[src/rtl/rns_pkg.sv]
// Shared RNS definitions for the {7, 8, 9} moduli set: moduli, dynamic range,
// residue widths and the converter state encoding. Also used by the comparator
// and the RNS-to-binary converter.
package rns_pkg;

    // Moduli and dynamic range (7 * 8 * 9).
    localparam int M1    = 7;
    localparam int M2    = 8;
    localparam int M3    = 9;
    localparam int RANGE = M1 * M2 * M3;

    // Residue widths, in the comparator's port order (x1, x2, x3).
    localparam int X1_W = 3;
    localparam int X2_W = 3;
    localparam int X3_W = 4;

    // Serial converter states.
    typedef enum logic [1:0] {
        IDLE  = 2'd0,
        SHIFT = 2'd1,
        DONE  = 2'd2
    } rns_state_t;

endpackage : rns_pkg

[src/rtl/rns_mod_step.sv]
// One Horner step of a modular reduction: r_next = (2*r + b) mod M.
// r is always a canonical residue (< M), so 2*r + b < 2*M and a single
// conditional subtract is enough to bring the result back into range.
module rns_mod_step #(
    parameter int M  = 7,
    parameter int RW = 3
) (
    input  logic [RW-1:0] r,
    input  logic          b,
    output logic [RW-1:0] r_next
);

    localparam logic [RW:0] MOD = (RW + 1)'(M);

    logic [RW:0] dbl;
    logic [RW:0] red;

    // Double-and-add, then fold back once if the result reached the modulus.
    always_comb begin
        dbl    = {r, b};
        red    = (dbl >= MOD) ? (dbl - MOD) : dbl;
        r_next = red[RW-1:0];
    end

endmodule : rns_mod_step

[src/rtl/bin_to_rns_9_8_7_serial.sv]
// Bit-serial binary-to-RNS converter for moduli {7, 8, 9}.
// An accepted operand is consumed MSB first, one bit per clock, updating the
// three residue accumulators with Horner steps. The result is held on x1/x2/x3
// with out_valid until the consumer takes it; input and output never overlap.
module bin_to_rns_9_8_7_serial
    import rns_pkg::*;
#(
    parameter int W = 9
) (
    input  logic            clk,
    input  logic            rst_n,
    input  logic            in_valid,
    output logic            in_ready,
    input  logic [W-1:0]    in_data,
    output logic            out_valid,
    input  logic            out_ready,
    output logic [X1_W-1:0] x1,
    output logic [X2_W-1:0] x2,
    output logic [X3_W-1:0] x3
);

    // A counter of at least one bit, so W = 1 still has a legal vector.
    localparam int CW = (W > 1) ? $clog2(W) : 1;
    localparam logic [CW-1:0] CNT_LOAD = CW'(W - 1);

    rns_state_t     state_q, state_d;
    logic [W-1:0]    sr_q, sr_d;
    logic [CW-1:0]   cnt_q, cnt_d;
    logic [X1_W-1:0] r7_q, r7_d;
    logic [X2_W-1:0] r8_q, r8_d;
    logic [X3_W-1:0] r9_q, r9_d;
    logic            in_ready_q, in_ready_d;
    logic            out_valid_q, out_valid_d;

    logic            bit_in;
    logic [X1_W-1:0] r7_step;
    logic [X2_W-1:0] r8_step;
    logic [X3_W-1:0] r9_step;

    // The bit consumed this cycle is the MSB of the shift register.
    assign bit_in = sr_q[W-1];

    rns_mod_step #(.M(M1), .RW(X1_W)) u_step_7 (
        .r      (r7_q),
        .b      (bit_in),
        .r_next (r7_step)
    );

    rns_mod_step #(.M(M3), .RW(X3_W)) u_step_9 (
        .r      (r9_q),
        .b      (bit_in),
        .r_next (r9_step)
    );

    // Modulus 8 keeps only the low three bits, so its step is a plain shift.
    assign r8_step = {r8_q[X2_W-2:0], bit_in};

    // Next-state and datapath decode for the IDLE -> SHIFT -> DONE sequence.
    always_comb begin
        // NOTE: every target gets a default first, so no path can infer a latch.
        state_d = state_q;
        sr_d    = sr_q;
        cnt_d   = cnt_q;
        r7_d    = r7_q;
        r8_d    = r8_q;
        r9_d    = r9_q;

        unique case (state_q)
            IDLE: begin
                if (in_valid && in_ready_q) begin
                    sr_d    = in_data;
                    r7_d    = '0;
                    r8_d    = '0;
                    r9_d    = '0;
                    cnt_d   = CNT_LOAD;
                    state_d = SHIFT;
                end
            end
            SHIFT: begin
                sr_d = sr_q << 1;
                r7_d = r7_step;
                r8_d = r8_step;
                r9_d = r9_step;
                if (cnt_q == '0) begin
                    state_d = DONE;
                end else begin
                    cnt_d = cnt_q - 1'b1;
                end
            end
            DONE: begin
                if (out_ready) begin
                    state_d = IDLE;
                end
            end
            default: begin
                state_d = IDLE;
            end
        endcase

        // Handshake flags are registered copies of the next state.
        in_ready_d  = (state_d == IDLE);
        out_valid_d = (state_d == DONE);
    end

    // State, datapath and registered handshake outputs; reset aborts any conversion.
    always_ff @(posedge clk or negedge rst_n) begin
        if (!rst_n) begin
            state_q     <= IDLE;
            sr_q        <= '0;
            cnt_q       <= '0;
            r7_q        <= '0;
            r8_q        <= '0;
            r9_q        <= '0;
            in_ready_q  <= 1'b0;
            out_valid_q <= 1'b0;
        end else begin
            // NOTE: non-blocking assignments so all flops update from pre-edge values.
            state_q     <= state_d;
            sr_q        <= sr_d;
            cnt_q       <= cnt_d;
            r7_q        <= r7_d;
            r8_q        <= r8_d;
            r9_q        <= r9_d;
            in_ready_q  <= in_ready_d;
            out_valid_q <= out_valid_d;
        end
    end

    assign in_ready  = in_ready_q;
    assign out_valid = out_valid_q;
    assign x1        = r7_q;
    assign x2        = r8_q;
    assign x3        = r9_q;

endmodule : bin_to_rns_9_8_7_serial

[config.mk]
export PLATFORM = sky130hd
export DESIGN_NAME = bin_to_rns_9_8_7_serial
export DESIGN_NICKNAME = d
export VERILOG_FILES = /design/src/rtl/rns_pkg.sv /design/src/rtl/rns_mod_step.sv /design/src/rtl/bin_to_rns_9_8_7_serial.sv
export SDC_FILE = /design/constraint.sdc
export NUM_CORES = 1
export LEC_CHECK = 0
export CAP_MARGIN = 20
export CORE_MARGIN = 5
export CORE_UTILIZATION = 25
export CTS_CLUSTER_DIAMETER = 40
export DETAILED_ROUTE_END_ITERATION = 8
export PLACE_DENSITY_LB_ADDON = 0.1
export SKIP_CTS_REPAIR_TIMING = 1
export SYNTH_ARGS = -nofsm -noshare
export SYNTH_HDL_FRONTEND = slang
export SYNTH_HIERARCHICAL = 1
export SYNTH_SLANG_ARGS = --single-unit
[constraint.sdc]
create_clock -name clk -period 1.9 [get_ports clk]
set_clock_uncertainty 0.2 [all_clocks]
set_input_delay 0.57 -clock clk [delete_from_list [all_inputs] [get_ports clk]]
set_output_delay 0.57 -clock clk [all_outputs]
set_load 0.1 [all_outputs]
==> metrics.md <==
| Metric | Value |
|---|---|
| Outcome | `finished clean` |
| Worst relative slew slack | `between 70% and 80%` |
| Syn Std Cell Area | `1360 um^2` |
| Min-Delay Endpoint | `sr_q[5]` |
| Effective utilization at floorplan | `26.2%` |
| Data required time at the worst endpoint | `about 1100 ps` |
| Half-perimeter wire length after detailed placement | `2.36 mm` |
| Setup slack after placement | `-126 ps` |
| Register-to-register path setup slack | `120 ps` |
| Peak Freq | `538 MHz` |
| Cell at the slowest stage of the critical path | `sky130_fd_sc_hd__dfrtp_4` |
| Largest net degree at the start of global routing | `28` |
| Synth area leaders | `sky130_fd_sc_hd__dfrtp_1 50%, sky130_fd_sc_hd__nand2_1 7.2%, sky130_fd_sc_hd__nand3_1 4.1%` |
| HP Start | `sr_q[5]` |
| Max H-tree Level | `1` |
| Final wirelength | `3.37 mm` |
| Clock buffer count from CTS | `3` |
| Placeable core region | `5170 um^2` |
| R2r startpoint | `x3[0]` |
| Cell types with the highest counts after synthesis | `27 x sky130_fd_sc_hd__dfrtp_1, 26 x sky130_fd_sc_hd__nand2_1, 11 x sky130_fd_sc_hd__nand3_1` |
| Yosys reg bits | `27` |
| Number of failing setup endpoints in the final timing report | `0` |
| Die Height | `83.6 um` |
| Final layout net count | `roughly 190` |
| Clock edge transition at the registers on the reported setup and hold paths | `100 ps` |
| Post-synthesis net count | `about 160` |
| Share of the cycle needed by the critical path after routing | `97.9%` |
| Largest delay contributor family on the critical path | `flip-flops` |
| Category of the most critical setup path | `reg2out` |
| Area share of the leading cell type in the synthesized netlist | `49.9%` |
| Antenna diode instance count | `0` |
| Yosys warning count | `6` |
| Overall routing resource usage | `9.88%` |
| # fillers | `between 500 and 600` |
| Ratio of routed vias to standard cells | `4.86` |
| Total I/O pin count | `25` |
| Critical-path cell list | `buf_6, buf_12` |
| DRC | `0` |
| Drt pass-1 iters | `4` |
| Area of the die | `6990 um^2` |
| Setup TNS | `0 ps` |
| Final hold viol count | `0` |
| Final critical-path required period | `1860 ps` |
| Logic depth of the worst register-to-register path | `7` |
| Worst-skew pair later-pin latency | `roughly 280 ps` |
| Least-Margin Pin Slew | `422 ps` |
| Largest fanout of any net on the critical path | `5` |
| Layout overhead on the synthesized area | `43.7%` |
| Clock tree root driver cell | `sky130_fd_sc_hd__clkbuf_8` |
| Post-layout util | `37.6%` |
| Number of distinct library cells after synthesis | `38` |
| Number of buffers between clock root and the deepest sink | `2` |
| Setup ws final | `roughly 40 ps` |
| Site row count | `26` |
| First-iteration detailed-routing DRC count | `57` |
| Endpoint kind of the worst setup timing path | `output port` |
| Clock tree from TritonCTS | `built` |
| Most common flop cell mapped by yosys | `sky130_fd_sc_hd__dfrtp_1` |
| Max incr delay on CP | `530 ps` |
| Type of the most critical hold path | `reg2reg` |
| Crit path buffers/inverters | `2` |
| Share of layout cells above drive strength 1 | `22.5%` |
| Syn avg cell area | `9.54 um^2` |
| Initial antenna violation count | `0` |
| Critical path data arrival time | `1090 ps` |
| Input/output buffers | `24` |
| Weighted congestion reported at the end of routability-driven placement | `0.773` |
| FF-to-FF End | `x3[1]` |
| Number of global-route vias before repair | `1184` |
| Startpoint type of the worst setup path | `flip-flop` |
| Sum of overflow across all layers after global routing | `0` |
| Final routed wire length divided by cell count | `approximately 14 um` |
| Routed vias | `~1.2k` |
| Syn Inst Count | `142` |
| Remaining antenna violation count after routing | `0` |
| Total count of max-transition violations in the final report | `0` |
| WHS Path Cells | `2` |
| Most repeated cell in the gate-level netlist after synthesis | `sky130_fd_sc_hd__dfrtp_1` |
| CTS sink count | `27` |
| Most area-hungry cell type in the Yosys netlist | `sky130_fd_sc_hd__dfrtp_1` |
| EDFF count, synth | `0` |
| Async set or reset register ratio after synthesis | `between 90% and 100%` |
| Worst hold slack | `about 320 ps` |
| Die boundary width | `83.6 um` |
| Count of max-cap constraint violations | `0` |
| Sequential-to-total area share from yosys stat | `49.9%` |
| Wire length of the first global-routing pass | `slightly below 6 mm` |
[state kept, by name (all words and copies together), names as in the netlist]
| register | cells |
|---|---|
| x1 | 3 |
| out_valid | 1 |
| sr_q | 9 |
| state_q | 2 |
| x3 | 4 |
| cnt_q | 4 |
| x2 | 3 |
| in_ready | 1 |
[tightest hold or removal path, stage by stage, from the launching register on]
cell                      delay [ps]
sky130_fd_sc_hd__dfrtp_1         360
sky130_fd_sc_hd__nor3_1           50
sky130_fd_sc_hd__nor2_1           80
[cells in the final DEF, fill, tap and decap left out, drive strengths merged, types with 2 or more instances in the layout]
cell | Yosys | routed
nand2 | 26 | 26
ha | 4 | 4
nor3 | 8 | 8
a22o | 2 | 2
clkdlybuf4s50 | 0 | 12
mux2i | 2 | 2
nand3 | 11 | 11
nand2b | 2 | 2
o21ai | 9 | 9
o22ai | 6 | 6
inv | 6 | 6
nor2 | 9 | 9
a21oi | 2 | 2
buf | 5 | 23
clkbuf | 3 | 3
o31ai | 2 | 2
dfrtp | 27 | 27
[cell type report]
class | count | area, um^2 | area share [%]
clock buffers | 3 | 41.3 | 2.12
multi-input cells | 101 | 633 | 32.5
clock inverters | 1 | 5.00 | 0.257
flip-flops and latches | 27 | 683 | 35.1
inverters | 6 | 25.0 | 1.29
well taps | 70 | 87.6 | 4.50
repair buffers | 35 | 472 | 24.2
[how the worst max path moves through the flow]
stage	start	endpoint	slack, ps	cells past startpoint
6_report	x3[0]	x3[0]	40	2
5_1_grt	x3[0]	x3[1]	-7	7
4_1_cts	x3[0]	x3[1]	50	7
3_5_place_dp	in_valid	x1[2]	-130	6
3_3_place_gp	in_valid	x3[0]	-100	6
2_1_floorplan	x3[0]	x3[1]	-50	7
[through the flow]
step                instances  cell area [um^2]
finish                    243              1950
global route              243              1950
CTS                       241              1930
detailed placement        237              1880
global placement          237              1880
floorplan                 142              1380
[layer usage]
metal | vias up | wire length, um | track usage [%] | share of wire, %
li1 | 571 | - | - | -
met1 | 572 | 1670 | 13.8 | 50
met2 | 35 | 1510 | 15.4 | 45
met3 | 2 | 176 | 2.17 | 5.2
met4 | 0 | 15 | 2.63 | 0.45
met5 | - | 0 | 0 | 0
[kinds of logic after synthesis]
family	count (synthesis)	synth area share [%]
buffers and inverters	14	4.34
AND/OR/NAND/NOR	63	23.3
AO/OA/AOI/OAI	30	15.6
flip-flops	27	49.9
XOR/XNOR	1	0.646
multiplexers	3	2.59
adder cells (fa/ha/maj)	4	3.69
Power is left out: the tool's default activity adds up to more than one toggle a clock period on the data nets, which glitch-free logic cannot reach.
